File: config.mk
export PLATFORM = sky130hd
export DESIGN_NAME = lsu_seq_flat
export DESIGN_NICKNAME = d
export VERILOG_FILES = /design/src/rtl/lsu_seq_if.sv /design/src/rtl/lsu_seq.sv /design/src/flat_wrapper.sv
export SDC_FILE = /design/constraint.sdc
export NUM_CORES = 1
export LEC_CHECK = 0
export CAP_MARGIN = 20
export CORE_UTILIZATION = 35
export CTS_CLUSTER_SIZE = 12
export DETAILED_ROUTE_END_ITERATION = 8
export HOLD_SLACK_MARGIN = 0.03
export PLACE_DENSITY_LB_ADDON = 0.2
export SYNTH_ARGS = -nofsm -noshare
export SYNTH_HDL_FRONTEND = slang
export SYNTH_SLANG_ARGS = --single-unit
File: constraint.sdc
create_clock -name clk -period 3.3 [get_ports clk]
set_input_delay 0.825 -clock clk [delete_from_list [all_inputs] [get_ports clk]]
set_output_delay 0.825 -clock clk [all_outputs]
set_load 0.005 [all_outputs]
File: src/rtl/lsu_seq_if.sv
// Execute-side request/response and memory-side bus of the sequential load/store unit.
interface lsu_seq_if;
  // Request from execute
  logic        req_valid;
  logic        req_ready;
  logic [5:0]  op;
  logic [31:0] rv1;
  logic [31:0] rv2;
  logic [11:0] offset;
  logic [4:0]  rd;
  // Memory transaction bus
  logic        mem_req;
  logic [31:0] daddr;
  logic [31:0] dwdata;
  logic [3:0]  dwe;
  logic        mem_ack;
  logic [31:0] drdata;
  // Response to writeback
  logic        resp_valid;
  logic [31:0] resp_data;
  logic [4:0]  resp_rd;
  logic        resp_fault;
  logic [1:0]  resp_cause;

  // Environment side: execute stage plus memory
  modport master (
    output req_valid, op, rv1, rv2, offset, rd, mem_ack, drdata,
    input  req_ready, mem_req, daddr, dwdata, dwe,
           resp_valid, resp_data, resp_rd, resp_fault, resp_cause
  );

  // Load/store unit side
  modport slave (
    input  req_valid, op, rv1, rv2, offset, rd, mem_ack, drdata,
    output req_ready, mem_req, daddr, dwdata, dwe,
           resp_valid, resp_data, resp_rd, resp_fault, resp_cause
  );
endinterface

File: src/rtl/lsu_seq.sv
// Sequential handshaked RV32 load/store unit: one or two word transactions per
// request, optional misaligned splitting, per-transaction timeout, fault reporting.
module lsu_seq #(
  parameter bit          MISALIGN_SPLIT = 1'b1,
  parameter int unsigned TIMEOUT        = 16
) (
  input  logic     clk,
  input  logic     reset,
  lsu_seq_if.slave bus
);

  localparam int unsigned CNT_W = (TIMEOUT < 2) ? 1 : $clog2(TIMEOUT + 1);

  typedef enum logic [1:0] {IDLE, ACC0, ACC1, RESP} state_e;

  localparam logic [1:0] SZ_B = 2'd0;
  localparam logic [1:0] SZ_H = 2'd1;
  localparam logic [1:0] SZ_W = 2'd2;

  localparam logic [1:0] CAUSE_MISALIGN = 2'b01;
  localparam logic [1:0] CAUSE_TIMEOUT  = 2'b10;
  localparam logic [1:0] CAUSE_ILLEGAL  = 2'b11;

  // Store data placed on byte lanes across the two words touched
  function automatic logic [63:0] lane_data(input logic [31:0] d, input logic [1:0] off);
    return {32'h0, d} << {off, 3'b000};
  endfunction

  // Byte enables across the two words touched
  function automatic logic [7:0] lane_be(input logic [1:0] sz, input logic [1:0] off);
    logic [7:0] m;
    case (sz)
      SZ_B:    m = 8'h01;
      SZ_H:    m = 8'h03;
      default: m = 8'h0F;
    endcase
    return m << off;
  endfunction

  // Access spills into the next word
  function automatic logic crosses(input logic [1:0] sz, input logic [1:0] off);
    case (sz)
      SZ_B:    return 1'b0;
      SZ_H:    return off == 2'd3;
      default: return off != 2'd0;
    endcase
  endfunction

  // Align, truncate and extend load data
  function automatic logic [31:0] load_ext(input logic [63:0] w, input logic [1:0] off,
                                           input logic [1:0] sz, input logic uns);
    logic [31:0] s;
    s = 32'(w >> {off, 3'b000});
    case (sz)
      SZ_B:    return uns ? {24'h0, s[7:0]}  : {{24{s[7]}}, s[7:0]};
      SZ_H:    return uns ? {16'h0, s[15:0]} : {{16{s[15]}}, s[15:0]};
      default: return s;
    endcase
  endfunction

  state_e            state_q, state_d;
  logic [1:0]        sz_q, sz_d;
  logic              store_q, store_d;
  logic              uns_q, uns_d;
  logic [1:0]        off_q, off_d;
  logic              cross_q, cross_d;
  logic [29:0]       ea_hi_q, ea_hi_d;
  logic [31:0]       rv2_q, rv2_d;
  logic [4:0]        rd_q, rd_d;
  logic [31:0]       lo_q, lo_d;
  logic [CNT_W-1:0]  cnt_q, cnt_d;

  logic              req_ready_q, req_ready_d;
  logic              mem_req_q, mem_req_d;
  logic [31:0]       daddr_q, daddr_d;
  logic [31:0]       dwdata_q, dwdata_d;
  logic [3:0]        dwe_q, dwe_d;
  logic              resp_valid_q, resp_valid_d;
  logic [31:0]       resp_data_q, resp_data_d;
  logic [4:0]        resp_rd_q, resp_rd_d;
  logic              resp_fault_q, resp_fault_d;
  logic [1:0]        resp_cause_q, resp_cause_d;

  logic              dec_legal, dec_store, dec_uns;
  logic [1:0]        dec_sz;
  logic [31:0]       in_ea;
  logic              in_cross;
  logic [63:0]       in_d64, q_d64;
  logic [7:0]        in_be8, q_be8;
  logic [63:0]       ld_word;
  logic              tmo_hit;

  // Opcode decode of the incoming request
  always_comb begin
    dec_legal = 1'b1;
    dec_store = 1'b0;
    dec_uns   = 1'b0;
    dec_sz    = SZ_W;
    case (bus.op)
      6'h10:   dec_sz = SZ_B;
      6'h11:   dec_sz = SZ_H;
      6'h12:   dec_sz = SZ_W;
      6'h14:   begin dec_sz = SZ_B; dec_uns = 1'b1; end
      6'h15:   begin dec_sz = SZ_H; dec_uns = 1'b1; end
      6'h18:   begin dec_sz = SZ_B; dec_store = 1'b1; end
      6'h19:   begin dec_sz = SZ_H; dec_store = 1'b1; end
      6'h1A:   begin dec_sz = SZ_W; dec_store = 1'b1; end
      default: dec_legal = 1'b0;
    endcase
  end

  assign in_ea    = bus.rv1 + {{20{bus.offset[11]}}, bus.offset};
  assign in_cross = crosses(dec_sz, in_ea[1:0]);
  assign in_d64   = lane_data(bus.rv2, in_ea[1:0]);
  assign in_be8   = lane_be(dec_sz, in_ea[1:0]);
  assign q_d64    = lane_data(rv2_q, off_q);
  assign q_be8    = lane_be(sz_q, off_q);
  assign ld_word  = (state_q == ACC1) ? {bus.drdata, lo_q} : {32'h0, bus.drdata};
  assign tmo_hit  = (TIMEOUT != 0) && ((32'(cnt_q) + 32'd1) == 32'(TIMEOUT));

  // Next-state and next-output logic
  always_comb begin
    state_d      = state_q;
    sz_d         = sz_q;
    store_d      = store_q;
    uns_d        = uns_q;
    off_d        = off_q;
    cross_d      = cross_q;
    ea_hi_d      = ea_hi_q;
    rv2_d        = rv2_q;
    rd_d         = rd_q;
    lo_d         = lo_q;
    cnt_d        = cnt_q;
    mem_req_d    = 1'b0;
    daddr_d      = daddr_q;
    dwdata_d     = 32'h0;
    dwe_d        = 4'h0;
    resp_valid_d = 1'b0;
    resp_data_d  = resp_data_q;
    resp_rd_d    = resp_rd_q;
    resp_fault_d = resp_fault_q;
    resp_cause_d = resp_cause_q;

    case (state_q)
      IDLE: begin
        if (bus.req_valid) begin
          sz_d    = dec_sz;
          store_d = dec_store;
          uns_d   = dec_uns;
          off_d   = in_ea[1:0];
          cross_d = in_cross;
          ea_hi_d = in_ea[31:2];
          rv2_d   = bus.rv2;
          rd_d    = bus.rd;
          if (!dec_legal || (in_cross && !MISALIGN_SPLIT)) begin
            state_d      = RESP;
            resp_valid_d = 1'b1;
            resp_data_d  = 32'h0;
            resp_rd_d    = bus.rd;
            resp_fault_d = 1'b1;
            resp_cause_d = dec_legal ? CAUSE_MISALIGN : CAUSE_ILLEGAL;
          end else begin
            state_d   = ACC0;
            cnt_d     = '0;
            mem_req_d = 1'b1;
            daddr_d   = {in_ea[31:2], 2'b00};
            dwdata_d  = in_d64[31:0];
            dwe_d     = dec_store ? in_be8[3:0] : 4'h0;
          end
        end
      end

      ACC0, ACC1: begin
        if (bus.mem_ack) begin
          if (state_q == ACC0 && cross_q) begin
            lo_d      = bus.drdata;
            state_d   = ACC1;
            cnt_d     = '0;
            mem_req_d = 1'b1;
            daddr_d   = {ea_hi_q + 30'd1, 2'b00};
            dwdata_d  = q_d64[63:32];
            dwe_d     = store_q ? q_be8[7:4] : 4'h0;
          end else begin
            state_d      = RESP;
            resp_valid_d = 1'b1;
            resp_data_d  = store_q ? 32'h0 : load_ext(ld_word, off_q, sz_q, uns_q);
            resp_rd_d    = rd_q;
            resp_fault_d = 1'b0;
            resp_cause_d = 2'b00;
          end
        end else if (tmo_hit) begin
          state_d      = RESP;
          resp_valid_d = 1'b1;
          resp_data_d  = 32'h0;
          resp_rd_d    = rd_q;
          resp_fault_d = 1'b1;
          resp_cause_d = CAUSE_TIMEOUT;
        end else begin
          // Hold the transaction stable while waiting for the ack
          if (TIMEOUT != 0) cnt_d = cnt_q + CNT_W'(1);
          mem_req_d = 1'b1;
          dwdata_d  = dwdata_q;
          dwe_d     = dwe_q;
        end
      end

      RESP:    state_d = IDLE;
      default: state_d = IDLE;
    endcase

    req_ready_d = (state_d == IDLE);
  end

  // State, captured request and registered outputs
  always_ff @(posedge clk or negedge reset) begin
    if (!reset) begin
      state_q      <= IDLE;
      sz_q         <= SZ_B;
      store_q      <= 1'b0;
      uns_q        <= 1'b0;
      off_q        <= 2'd0;
      cross_q      <= 1'b0;
      ea_hi_q      <= 30'h0;
      rv2_q        <= 32'h0;
      rd_q         <= 5'h0;
      lo_q         <= 32'h0;
      cnt_q        <= '0;
      req_ready_q  <= 1'b1;
      mem_req_q    <= 1'b0;
      daddr_q      <= 32'h0;
      dwdata_q     <= 32'h0;
      dwe_q        <= 4'h0;
      resp_valid_q <= 1'b0;
      resp_data_q  <= 32'h0;
      resp_rd_q    <= 5'h0;
      resp_fault_q <= 1'b0;
      resp_cause_q <= 2'b00;
    end else begin
      state_q      <= state_d;
      sz_q         <= sz_d;
      store_q      <= store_d;
      uns_q        <= uns_d;
      off_q        <= off_d;
      cross_q      <= cross_d;
      ea_hi_q      <= ea_hi_d;
      rv2_q        <= rv2_d;
      rd_q         <= rd_d;
      lo_q         <= lo_d;
      cnt_q        <= cnt_d;
      req_ready_q  <= req_ready_d;
      mem_req_q    <= mem_req_d;
      daddr_q      <= daddr_d;
      dwdata_q     <= dwdata_d;
      dwe_q        <= dwe_d;
      resp_valid_q <= resp_valid_d;
      resp_data_q  <= resp_data_d;
      resp_rd_q    <= resp_rd_d;
      resp_fault_q <= resp_fault_d;
      resp_cause_q <= resp_cause_d;
    end
  end

  assign bus.req_ready  = req_ready_q;
  assign bus.mem_req    = mem_req_q;
  assign bus.daddr      = daddr_q;
  assign bus.dwdata     = dwdata_q;
  assign bus.dwe        = dwe_q;
  assign bus.resp_valid = resp_valid_q;
  assign bus.resp_data  = resp_data_q;
  assign bus.resp_rd    = resp_rd_q;
  assign bus.resp_fault = resp_fault_q;
  assign bus.resp_cause = resp_cause_q;

endmodule

File: src/flat_wrapper.sv
// flat-port wrapper written by rule: the top's interface ports become plain ports
module lsu_seq_flat 
#(
  parameter bit          MISALIGN_SPLIT = 1'b1,
  parameter int unsigned TIMEOUT        = 16
)
  (clk, reset, bus_req_valid, bus_op, bus_rv1, bus_rv2, bus_offset, bus_rd, bus_mem_ack, bus_drdata, bus_req_ready, bus_mem_req, bus_daddr, bus_dwdata, bus_dwe, bus_resp_valid, bus_resp_data, bus_resp_rd, bus_resp_fault, bus_resp_cause);
  lsu_seq_if bus_i ();
  input  logic clk;
  input  logic reset;
  input wire logic [$bits(bus_i.req_valid)-1:0] bus_req_valid;
  input wire logic [$bits(bus_i.op)-1:0] bus_op;
  input wire logic [$bits(bus_i.rv1)-1:0] bus_rv1;
  input wire logic [$bits(bus_i.rv2)-1:0] bus_rv2;
  input wire logic [$bits(bus_i.offset)-1:0] bus_offset;
  input wire logic [$bits(bus_i.rd)-1:0] bus_rd;
  input wire logic [$bits(bus_i.mem_ack)-1:0] bus_mem_ack;
  input wire logic [$bits(bus_i.drdata)-1:0] bus_drdata;
  output wire logic [$bits(bus_i.req_ready)-1:0] bus_req_ready;
  output wire logic [$bits(bus_i.mem_req)-1:0] bus_mem_req;
  output wire logic [$bits(bus_i.daddr)-1:0] bus_daddr;
  output wire logic [$bits(bus_i.dwdata)-1:0] bus_dwdata;
  output wire logic [$bits(bus_i.dwe)-1:0] bus_dwe;
  output wire logic [$bits(bus_i.resp_valid)-1:0] bus_resp_valid;
  output wire logic [$bits(bus_i.resp_data)-1:0] bus_resp_data;
  output wire logic [$bits(bus_i.resp_rd)-1:0] bus_resp_rd;
  output wire logic [$bits(bus_i.resp_fault)-1:0] bus_resp_fault;
  output wire logic [$bits(bus_i.resp_cause)-1:0] bus_resp_cause;
  assign bus_i.req_valid = bus_req_valid;
  assign bus_i.op = bus_op;
  assign bus_i.rv1 = bus_rv1;
  assign bus_i.rv2 = bus_rv2;
  assign bus_i.offset = bus_offset;
  assign bus_i.rd = bus_rd;
  assign bus_i.mem_ack = bus_mem_ack;
  assign bus_i.drdata = bus_drdata;
  assign bus_req_ready = bus_i.req_ready;
  assign bus_mem_req = bus_i.mem_req;
  assign bus_daddr = bus_i.daddr;
  assign bus_dwdata = bus_i.dwdata;
  assign bus_dwe = bus_i.dwe;
  assign bus_resp_valid = bus_i.resp_valid;
  assign bus_resp_data = bus_i.resp_data;
  assign bus_resp_rd = bus_i.resp_rd;
  assign bus_resp_fault = bus_i.resp_fault;
  assign bus_resp_cause = bus_i.resp_cause;
  lsu_seq #(.MISALIGN_SPLIT(MISALIGN_SPLIT), .TIMEOUT(TIMEOUT)) u_core (.clk(clk), .reset(reset), .bus(bus_i));
endmodule
==> impl_table.tex, run 1 <==
\begin{tabular}{lr}
\hline
Metric & Value \\
\hline
\multicolumn{2}{l}{\textbf{Clock network}} \\
\quad Clock buffer count from CTS & 24 \\
\quad Clock Root Buffer & clkbuf\_16 \\
\quad Number of H-tree branching levels & 1 \\
\quad TritonCTS clock tree & built \\
\quad Number of buffers on the longest clock path & 3 \\
\quad Skew-Pair Late Insertion Delay & 0.52 ns \\
\quad Clock transition at path regs & 0.06 ns \\
\quad CTS Sinks & 213 \\
\multicolumn{2}{l}{\textbf{Synthesis}} \\
\quad Number of library cell types mapped by synthesis & 76 \\
\quad Share of synthesized registers carrying an async set or reset & 100.0\% \\
\quad Fraction of the yosys area taken by sequential cells & 41.45\% \\
\quad Area share of the largest cell type after synthesis & 41.24\% \\
\quad Gate count of the mapped netlist & 1492 \\
\quad Number of synthesized flops with an enable pin & 0 \\
\quad Cells taking the most area after synthesis & dfrtp\_1 41\%, nand2\_1 11\%, mux2i\_1 6.2\%, o21ai\_0 5.0\%, ha\_1 3.6\% \\
\quad Synthesis warning total & 0 \\
\quad Mean cell area of the mapped netlist & 8.622 um2 \\
\quad Post-Synthesis Cell Area & 12860 um2 \\
\quad Most common flop cell mapped by yosys & dfrtp\_1 \\
\quad Flip-flop and latch count after synthesis & 213 \\
\quad Largest area contributor in the synthesized netlist & dfrtp\_1 \\
\multicolumn{2}{l}{\textbf{Setup path}} \\
\quad Top fanout value on the critical path & 3 \\
\quad Type of element capturing the critical path & flip-flop \\
\quad Critical Path Start Type & input pin \\
\quad Critical path required time & 3.69 ns \\
\quad Type of the worst setup path & in -> reg \\
\quad Data arrival time of the worst path & 3.55 ns \\
\multicolumn{2}{l}{\textbf{Global route}} \\
\quad Largest net degree at the start of global routing & 60 \\
\quad Number of antenna violations at the first check in global routing & 5 \\
\quad Vias in the first global route & 11950 \\
\quad Total grt overflow & 0 \\
\quad Aggregate global-route resource usage & 22.23\% \\
\quad First-pass GRT wire length & 66.97 mm \\
\multicolumn{2}{l}{\textbf{Placement}} \\
\quad Number of I/O port buffers & 231 \\
\quad Instance area after placement & 16520 um2 \\
\quad Dpl ws & -0.3460 ns \\
\quad HPWL after detailed placement & 31.05 mm \\
\quad Final weighted congestion in routability-driven placement & 0.8849 \\
\multicolumn{2}{l}{\textbf{STA}} \\
\quad Final setup fails & 0 \\
\quad Number of pins exceeding their max-slew limit in the final report & 0 \\
\quad Remaining max-slew budget at the tightest pin & 41.04\% \\
\quad Final clock period utilization by the worst path & 95.75\% \\
\quad Timing-limited maximum frequency & 316.5 MHz \\
\quad Fin worst setup slack & 0.1404 ns \\
\quad Pin slew with the least headroom to its limit & 0.8845 ns \\
\quad Final hold violation count & 0 \\
\quad Clock Skews & 0.01665 ns \\
\quad Minimum period implied by the final worst setup slack & 3.160 ns \\
\quad RSZ-0062 raised after global routing & no \\
\multicolumn{2}{l}{\textbf{Final layout}} \\
\quad Area occupied by multi-input gates & 7143 um2 \\
\quad Storage element area & 5335 um2 \\
\quad Final design area excluding fillers & 17370 um2 \\
\quad Most frequent cells in the layout & 373 x nand2\_1, 230 x clkdlybuf4s50\_1, 211 x dfrtp\_1 \\
\quad Final-stage net count & 1958 \\
\quad Share of post-route cells with drive strength above 1 & 13.67\% \\
\quad Post-Route Utilization & 48.49\% \\
\quad Leading cell type in the layout, fill and taps excluded & nand2\_1 \\
\quad Area growth from synthesis to layout & 35.06\% \\
\quad Number of inserted filler cells in the final layout & 3415 \\
\multicolumn{2}{l}{\textbf{Pwr}} \\
\quad Pwr dens & 819.1 nW/um2 \\
\quad Static Leak & 7.671 nW \\
\quad VDD IR-drop max & 0.5687 mV \\
\multicolumn{2}{l}{\textbf{Hold path}} \\
\quad Path class of the lowest-slack min-delay path & in -> async \\
\multicolumn{2}{l}{\textbf{Die}} \\
\quad Height of the die & 193.7 um \\
\quad Core Area & 35830 um2 \\
\quad Die width & 193.7 um \\
\quad Floorplan row count & 69 \\
\quad Die Outline Area & 37520 um2 \\
\quad Starting density of the core & 35.90\% \\
\quad Io pins & 234 \\
\multicolumn{2}{l}{\textbf{Routing}} \\
\quad Average detailed-routed wire length per instance & 18.51 um \\
\quad Routed Antenna Nets & 0 \\
\quad Detailed-route vias per instance & 5.340 \\
\quad Total Wirelength & 42.14 mm \\
\quad Via count of the routed design & 12160 \\
\quad Number of iterations in the first detailed-routing pass & 5 \\
\quad Post-detailed-route DRC marker count & 0 \\
\quad Drt initial violations & 815 \\
\multicolumn{2}{l}{\textbf{Run status}} \\
\quad Status & finished, final reports clean \\
\multicolumn{2}{l}{\textbf{Job}} \\
\quad Number of violations of the max-capacitance limit & 0 \\
\hline
\end{tabular}
## layer usage
metal,vias up,GRT usage (%),wire length (um)
li1,5900,-,-
met1,5813,29.93,18680
met2,359,36.03,19630
met3,83,3.061,2323
met4,4,8.830,1480
met5,-,0,27
## sequential cells by signal (all words and copies together), names as in the netlist, 2 cells and up
name	cells
u_core.bus.dwdata	32
u_core.bus.resp_data	32
u_core.lo_q	32
u_core.bus.daddr	30
u_core.ea_hi_q	30
u_core.rv2_q	24
u_core.bus.resp_rd	5
u_core.cnt_q	5
u_core.rd_q	5
u_core.bus.dwe	4
u_core.bus.resp_cause	2
u_core.off_q	2
u_core.state_q	2
u_core.sz_q	2
## layout make-up
type                            count  share of cell area (%)
Multi-Input combinational cell   1177                   41.11
Sequential cell                   213                   30.71
Timing Repair Buffer              366                   19.67
Clock buffer                       38                   4.400
Tap cell                          461                   3.320
Clock inverter                      5                  0.4321
Inverter                           15                  0.3241
Antenna cell                        2                 0.02881
## per-stage QoR
step / std cells / total power [mW] / TNS [ns] / hold slack, ns
after global placement: 2231 / 11.34 / -3.928 / 0.4520
after CTS: 2274 / 14.35 / 0 / 0.2541
final: 2277 / 14.23 / 0 / 0.2518
after floorplan: 1493 / 8.575 / 0 / 0.4401
after global routing: 2277 / 15.27 / 0 / 0.2786
after detailed placement: 2231 / 11.47 / -5.645 / 0.4573
## synthesized netlist by cell type (all sizes together), types with 15 or more instances
| library cell | number |
|---|---|
| nand2 | 376 |
| dfrtp | 212 |
| nor2 | 90 |
| xnor2 | 27 |
| nand3 | 29 |
| buf | 23 |
| mux2i | 80 |
| a22o | 16 |
| clkbuf | 65 |
| mux2 | 30 |
| a21oi | 94 |
| nor3 | 18 |
| xor2 | 28 |
| o21ai | 135 |
| ha | 37 |
| a21o | 15 |
| nand4 | 16 |
## worst max-delay path, stage by stage
cell	delay, ns
clkdlybuf4s50_1	0.41
ha_1	0.22
fa_1	0.39
a211oi_1	0.30
o21bai_1	0.18
o211a_1	0.29
o21a_1	0.20
nand2_1	0.13
o21bai_1	0.10
xor2_1	0.16
a221o_1	0.34
## cell families after synthesis
logic type / Yosys count / synth area share [%]
and+or+nand+nor: 578 / 18.87
AOI/OAI and AO/OA: 394 / 20.12
DFF: 213 / 41.45
adders and majority gates: 38 / 3.754
buffers and inverters: 103 / 3.181
other: 1 / 0.02915
muxes: 110 / 8.851
xor gates and xnor gates: 55 / 3.745
## timing repair
item / 4_1_cts / 5_1_grt
buffers inserted: 0 / 1
setup endpoints to repair: 0 / 1
resized for setup: 0 / 1
hold buffers: 0 / 0
## power by group
part	internal, mW	total (mW)	switching (mW)
combinational	3.07	6.97	3.89
clock	1.73	2.83	1.09
sequential	3.59	4.44	0.847
total	8.40	14.2	5.83
## worst paths after layout
check                      slack (ns)  cells after the start                      end               from
setup reg to reg                 0.57                      9    u_core.bus.dwdata[24]  u_core.state_q[1]
hold reg to reg                  0.47                      2           u_core.rd_q[4]     u_core.rd_q[4]
hold / removal                   0.25                      1          u_core.lo_q[17]              reset
min in group clk                 0.47                      2           u_core.rd_q[4]     u_core.rd_q[4]
setup / recovery                 0.14                     11     u_core.bus.daddr[26]      bus_offset[0]
max in group asynchronous        2.30                      2  u_core.bus.resp_data[8]              reset
(Power assumes the default switching activity.)
==> run 2: changes to the inputs <==
--- a/config.mk
+++ b/config.mk
@@ -10,7 +10,7 @@
 export CTS_CLUSTER_SIZE = 12
 export DETAILED_ROUTE_END_ITERATION = 8
 export HOLD_SLACK_MARGIN = 0.03
-export PLACE_DENSITY_LB_ADDON = 0.2
+export PLACE_DENSITY = 0.54
 export SYNTH_ARGS = -nofsm -noshare
 export SYNTH_HDL_FRONTEND = slang
 export SYNTH_SLANG_ARGS = --single-unit
==> impl_table.tex, run 2 (synthesized netlist as in run 1, its figures left out) <==
\begin{tabular}{lr}
\hline
Metric & Value \\
\hline
\multicolumn{2}{l}{\textbf{Pwr}} \\
\quad Cell internal pwr & 8.387 mW \\
\quad Combinational share of power & 48.8\% \\
\quad Post-layout power & 14.36 mW \\
\quad Sw frac & 41.62\% \\
\quad Power share of the sequential group & 30.8\% \\
\quad Clock power frac & 20.3\% \\
\quad VDD IR-drop max & 0.4861 mV \\
\quad Net Switching & 5.978 mW \\
\quad Pwr dens & 825.8 nW/um2 \\
\quad Static Leak & 7.674 nW \\
\multicolumn{2}{l}{\textbf{Setup path}} \\
\quad Setup slack on the worst flop-to-flop path & 0.53 ns \\
\quad Top fanout value on the critical path & 3 \\
\quad Timing startpoint of the critical path & bus\_offset[0] \\
\quad Type of element capturing the critical path & flip-flop \\
\quad Critical path required time & 3.71 ns \\
\quad Type of the worst setup path & in -> reg \\
\quad Cell count of the worst reg-to-reg path & 8 \\
\quad Data arrival time of the worst path & 3.47 ns \\
\quad Critical R2R Launch & u\_core.state\_q[1] \\
\quad Critical Path Start Type & input pin \\
\quad Endpoint of the most critical register-to-register path & u\_core.bus.dwdata[3] \\
\multicolumn{2}{l}{\textbf{Die}} \\
\quad Die width & 193.7 um \\
\quad Core Area & 35830 um2 \\
\quad Starting density of the core & 35.90\% \\
\quad Io pins & 234 \\
\quad Die Outline Area & 37520 um2 \\
\quad Height of the die & 193.7 um \\
\quad Floorplan row count & 69 \\
\multicolumn{2}{l}{\textbf{Final layout}} \\
\quad Number of non-filler instances in the completed layout & 2284 \\
\quad Post-Route Utilization & 48.55\% \\
\quad Share of post-route cells with drive strength above 1 & 13.78\% \\
\quad Final design area excluding fillers & 17390 um2 \\
\quad Leading cell type in the layout, fill and taps excluded & nand2\_1 \\
\quad Most frequent cells in the layout & 373 x nand2\_1, 230 x clkdlybuf4s50\_1, 211 x dfrtp\_1 \\
\quad Area growth from synthesis to layout & 35.22\% \\
\quad Final-stage net count & 1962 \\
\multicolumn{2}{l}{\textbf{Clock network}} \\
\quad Clock Root Buffer & clkbuf\_16 \\
\quad Count of cells resized by post-cts repair & 0 \\
\quad \# hold bufs at CTS & 0 \\
\quad Number of H-tree branching levels & 1 \\
\quad Number of buffers on the longest clock path & 3 \\
\quad CTS Sinks & 213 \\
\quad Clock buffer count from CTS & 27 \\
\quad Clock transition at path regs & 0.06 ns \\
\quad Skew-Pair Late Insertion Delay & 0.55 ns \\
\quad Buffer count from post-CTS setup fixing & 0 \\
\quad TritonCTS clock tree & built \\
\multicolumn{2}{l}{\textbf{Routing}} \\
\quad Detailed-route vias per instance & 5.338 \\
\quad Post-detailed-route DRC marker count & 0 \\
\quad Via count of the routed design & 12190 \\
\quad Drt initial violations & 695 \\
\quad Routed Antenna Nets & 0 \\
\quad Total Wirelength & 43.11 mm \\
\quad Average detailed-routed wire length per instance & 18.87 um \\
\quad Number of iterations in the first detailed-routing pass & 5 \\
\multicolumn{2}{l}{\textbf{STA}} \\
\quad Number of pins exceeding their max-slew limit in the final report & 0 \\
\quad Clock Skews & 0.02676 ns \\
\quad Final setup fails & 0 \\
\quad Pin slew with the least headroom to its limit & 1.108 ns \\
\quad Minimum period implied by the final worst setup slack & 3.059 ns \\
\quad Remaining max-slew budget at the tightest pin & 25.55\% \\
\quad Post-route worst hold slack & 0.3389 ns \\
\quad RSZ-0062 raised after global routing & no \\
\quad Final clock period utilization by the worst path & 92.68\% \\
\quad Fin worst setup slack & 0.2415 ns \\
\quad Timing-limited maximum frequency & 327.0 MHz \\
\quad Post-route setup TNS & 0 ns \\
\quad Final hold violation count & 0 \\
\multicolumn{2}{l}{\textbf{Global route}} \\
\quad First-pass GRT wire length & 68.63 mm \\
\quad Number of antenna violations at the first check in global routing & 2 \\
\quad GR peak layer & met2 \\
\quad Met2 Usage GRT & 38.28\% \\
\quad Vias in the first global route & 11970 \\
\quad Met1 track utilization from global routing & 30.92\% \\
\quad Aggregate global-route resource usage & 22.84\% \\
\quad Total grt overflow & 0 \\
\quad Largest net degree at the start of global routing & 97 \\
\quad Met3 routing resource usage after global routing & 2.453\% \\
\multicolumn{2}{l}{\textbf{Placement}} \\
\quad Instance area after placement & 16530 um2 \\
\quad Final weighted congestion in routability-driven placement & 0.8584 \\
\quad Post-placement cell count & 2233 \\
\quad Number of I/O port buffers & 231 \\
\quad Dpl ws & -0.3052 ns \\
\quad HPWL after detailed placement & 31.92 mm \\
\multicolumn{2}{l}{\textbf{Job}} \\
\quad Number of violations of the max-capacitance limit & 0 \\
\multicolumn{2}{l}{\textbf{Hold path}} \\
\quad Path class of the lowest-slack min-delay path & in -> async \\
\multicolumn{2}{l}{\textbf{Run status}} \\
\quad Status & finished, final reports clean \\
\hline
\end{tabular}
==> run 2: cell count changes in the layout (fill, tap and decap cells not counted), sizes merged <==
cell	previous run	this run
buf	136	137
clkbuf	38	40
clkinvlp	0	1
inv	14	16
clkinv	4	6
diode	2	1
==> run 2: layout make-up <==
type / instances / area [um2]
multi-input combinational: 1177 / 7146
antenna: 1 / 2.502
inverter: 15 / 56.30
tap: 461 / 576.8
fill: 3459 / 18430
clock inverter: 10 / 110.1
timing repair buffer: 367 / 3413
sequential: 213 / 5335
clock buffer: 40 / 754.5
==> run 2: how the worst max path moves through the flow <==
| stage | to | slack (ns) | cells after the start |
|---|---|---|---|
| after CTS | u_core.bus.daddr[26] | 0.24 | 11 |
| after detailed placement | u_core.bus.daddr[26] | -0.31 | 11 |
| final | u_core.bus.daddr[26] | 0.24 | 11 |
| after floorplan | u_core.bus.daddr[26] | 0.27 | 10 |
| after global routing | u_core.bus.daddr[30] | 0.10 | 11 |
| after global placement | u_core.bus.daddr[26] | -0.26 | 11 |
==> run 2: power groups by stage <==
stage | Clock [mW] | Sequential, mW | Combinational [mW]
2_1_floorplan | 0 | 4.18 | 4.40
3_3_place_gp | 0 | 4.44 | 6.99
3_5_place_dp | 0 | 4.46 | 7.07
4_1_cts | 3.00 | 4.43 | 7.09
5_1_grt | 3.09 | 4.56 | 7.81
6_report | 2.92 | 4.43 | 7.02
==> run 2: metal layers <==
layer | share of wire [%] | wire, um
met5 | 0.030 | 13
met4 | 2.8 | 1189
met3 | 4.7 | 2014
met2 | 48 | 20540
met1 | 45 | 19350
==> run 2: worst max-delay path, cell delays in order <==
cell and delay, ns:
clkdlybuf4s50_1 0.40, ha_2 0.19, fa_1 0.38, a211oi_1 0.27
o21bai_1 0.17, o211a_1 0.29, o21a_1 0.21, nand2_1 0.14
o21bai_1 0.09, xor2_1 0.16, a221o_1 0.33
==> run 3: changes to the inputs <==
--- a/config.mk
+++ b/config.mk
@@ -6,6 +6,7 @@
 export NUM_CORES = 1
 export LEC_CHECK = 0
 export CAP_MARGIN = 20
+export CORE_MARGIN = 5
 export CORE_UTILIZATION = 35
 export CTS_CLUSTER_SIZE = 12
 export DETAILED_ROUTE_END_ITERATION = 8
==> impl_table.tex, run 3 (synthesized netlist as in run 1, its figures left out) <==
\begin{tabular}{lr}
\hline
Metric & Value \\
\hline
\multicolumn{2}{l}{\textbf{Global route}} \\
\quad Vias in the first global route & 12170 \\
\quad Largest net degree at the start of global routing & 74 \\
\quad Met3 routing resource usage after global routing & 3.465\% \\
\quad Number of antenna violations at the first check in global routing & 7 \\
\quad Met2 Usage GRT & 34.68\% \\
\quad Met1 track utilization from global routing & 27.81\% \\
\quad Aggregate global-route resource usage & 20.78\% \\
\quad First-pass GRT wire length & 69.05 mm \\
\quad GR peak layer & met2 \\
\quad Total grt overflow & 0 \\
\multicolumn{2}{l}{\textbf{Clock network}} \\
\quad TritonCTS clock tree & built \\
\quad Buffer count from post-CTS setup fixing & 0 \\
\quad Count of cells resized by post-cts repair & 0 \\
\quad Clock buffer count from CTS & 25 \\
\quad Number of buffers on the longest clock path & 3 \\
\quad Clock Root Buffer & clkbuf\_16 \\
\quad Number of H-tree branching levels & 1 \\
\quad Clock transition at path regs & 0.06 ns \\
\quad \# hold bufs at CTS & 0 \\
\quad Skew-Pair Late Insertion Delay & 0.53 ns \\
\quad CTS Sinks & 213 \\
\multicolumn{2}{l}{\textbf{Setup path}} \\
\quad Cell count of the worst reg-to-reg path & 8 \\
\quad Type of the worst setup path & in -> reg \\
\quad Endpoint of the most critical register-to-register path & u\_core.bus.dwdata[5] \\
\quad Type of element capturing the critical path & flip-flop \\
\quad Top fanout value on the critical path & 3 \\
\quad Critical path required time & 3.70 ns \\
\quad Setup slack on the worst flop-to-flop path & 0.52 ns \\
\quad Critical Path Start Type & input pin \\
\quad Critical R2R Launch & u\_core.state\_q[1] \\
\quad Data arrival time of the worst path & 3.45 ns \\
\multicolumn{2}{l}{\textbf{Routing}} \\
\quad Average detailed-routed wire length per instance & 19.06 um \\
\quad Routed Antenna Nets & 0 \\
\quad Post-detailed-route DRC marker count & 0 \\
\quad Number of iterations in the first detailed-routing pass & 5 \\
\quad Total Wirelength & 43.64 mm \\
\quad Via count of the routed design & 12080 \\
\quad Detailed-route vias per instance & 5.279 \\
\quad Drt initial violations & 671 \\
\multicolumn{2}{l}{\textbf{Die}} \\
\quad Floorplan row count & 70 \\
\quad Core Area & 36430 um2 \\
\quad Die width & 201.7 um \\
\quad Height of the die & 201.7 um \\
\quad Io pins & 234 \\
\quad Die Outline Area & 40690 um2 \\
\quad Starting density of the core & 35.31\% \\
\multicolumn{2}{l}{\textbf{Placement}} \\
\quad HPWL after detailed placement & 32.79 mm \\
\quad Number of I/O port buffers & 231 \\
\quad Final weighted congestion in routability-driven placement & 0.8770 \\
\quad Dpl ws & -0.2871 ns \\
\quad Instance area after placement & 16520 um2 \\
\multicolumn{2}{l}{\textbf{Final layout}} \\
\quad Most frequent cells in the layout & 373 x nand2\_1, 230 x clkdlybuf4s50\_1, 211 x dfrtp\_1 \\
\quad Final-stage net count & 1959 \\
\quad Number of inserted filler cells in the final layout & 3576 \\
\quad Storage element area & 5335 um2 \\
\quad Area occupied by multi-input gates & 7146 um2 \\
\quad Share of post-route cells with drive strength above 1 & 13.81\% \\
\quad Area growth from synthesis to layout & 34.90\% \\
\quad Final design area excluding fillers & 17350 um2 \\
\quad Leading cell type in the layout, fill and taps excluded & nand2\_1 \\
\multicolumn{2}{l}{\textbf{STA}} \\
\quad Fin worst setup slack & 0.2482 ns \\
\quad Remaining max-slew budget at the tightest pin & 26.45\% \\
\quad Number of pins exceeding their max-slew limit in the final report & 0 \\
\quad Timing-limited maximum frequency & 327.7 MHz \\
\quad RSZ-0062 raised after global routing & no \\
\quad Clock Skews & 0.01627 ns \\
\quad Minimum period implied by the final worst setup slack & 3.052 ns \\
\quad Final setup fails & 0 \\
\quad Final hold violation count & 0 \\
\quad Pin slew with the least headroom to its limit & 1.095 ns \\
\quad Final clock period utilization by the worst path & 92.48\% \\
\multicolumn{2}{l}{\textbf{Pwr}} \\
\quad Pwr dens & 821.9 nW/um2 \\
\quad Static Leak & 7.647 nW \\
\quad Post-layout power & 14.26 mW \\
\quad VDD IR-drop max & 0.4581 mV \\
\multicolumn{2}{l}{\textbf{Hold path}} \\
\quad Path class of the lowest-slack min-delay path & in -> async \\
\multicolumn{2}{l}{\textbf{Run status}} \\
\quad Status & finished, final reports clean \\
\multicolumn{2}{l}{\textbf{Job}} \\
\quad Number of violations of the max-capacitance limit & 0 \\
\hline
\end{tabular}
-- run 3: power by group --
| group | leakage (nW) | internal (mW) | switching [mW] |
|---|---|---|---|
| clock | 0.407 | 1.66 | 1.13 |
| combinational | 4.60 | 3.07 | 3.98 |
| sequential | 2.64 | 3.59 | 0.824 |
| total | 7.65 | 8.33 | 5.94 |
-- run 3: worst max-delay path: stages --
cell and delay (ns):
clkdlybuf4s50_1 0.40, ha_2 0.20, fa_1 0.38, a211oi_1 0.28, o21bai_1 0.17, o211a_1 0.29, o21a_1 0.20, nand2_1 0.14
o21bai_1 0.09, xor2_1 0.15, a221o_1 0.32
-- run 3: how the worst max path moves through the flow --
stage	from	to	slack, ns	cells after the start
2_1_floorplan	bus_offset[0]	u_core.bus.daddr[26]	0.27	10
3_3_place_gp	bus_offset[0]	u_core.bus.daddr[26]	-0.25	11
3_5_place_dp	bus_offset[0]	u_core.bus.daddr[26]	-0.29	11
4_1_cts	bus_offset[0]	u_core.bus.daddr[26]	0.24	11
5_1_grt	bus_rv1[0]	u_core.bus.daddr[24]	0.07	12
6_report	bus_offset[0]	u_core.bus.daddr[26]	0.25	11
-- run 3: layout make-up --
cell class	instances	share of cell area, %
Tap cell	468	3.374
Clock inverter	11	0.6561
Timing Repair Buffer	366	19.55
Inverter	15	0.3245
Antenna cell	4	0.05768
Sequential cell	213	30.74
Clock buffer	35	4.110
Multi-Input combinational cell	1177	41.18
-- run 3: metrics by stage --
| stage | setup TNS [ns] | hold slack (ns) | util [%] | std cells |
|---|---|---|---|---|
| after floorplan | 0 | 0.4401 | - | 1493 |
| after global placement | -3.036 | 0.4541 | 45.33 | 2239 |
| after detailed placement | -4.448 | 0.4590 | 45.33 | 2239 |
| after CTS | 0 | 0.3023 | 47.60 | 2285 |
| after global routing | 0 | 0.3242 | 47.63 | 2289 |
| final | 0 | 0.2893 | 47.63 | 2289 |
-- run 3: metal layers --
metal,vias up,routed length (um)
met5,-,35
met4,6,1131
met3,65,2396
met2,331,20910
met1,5782,19160
li1,5900,-
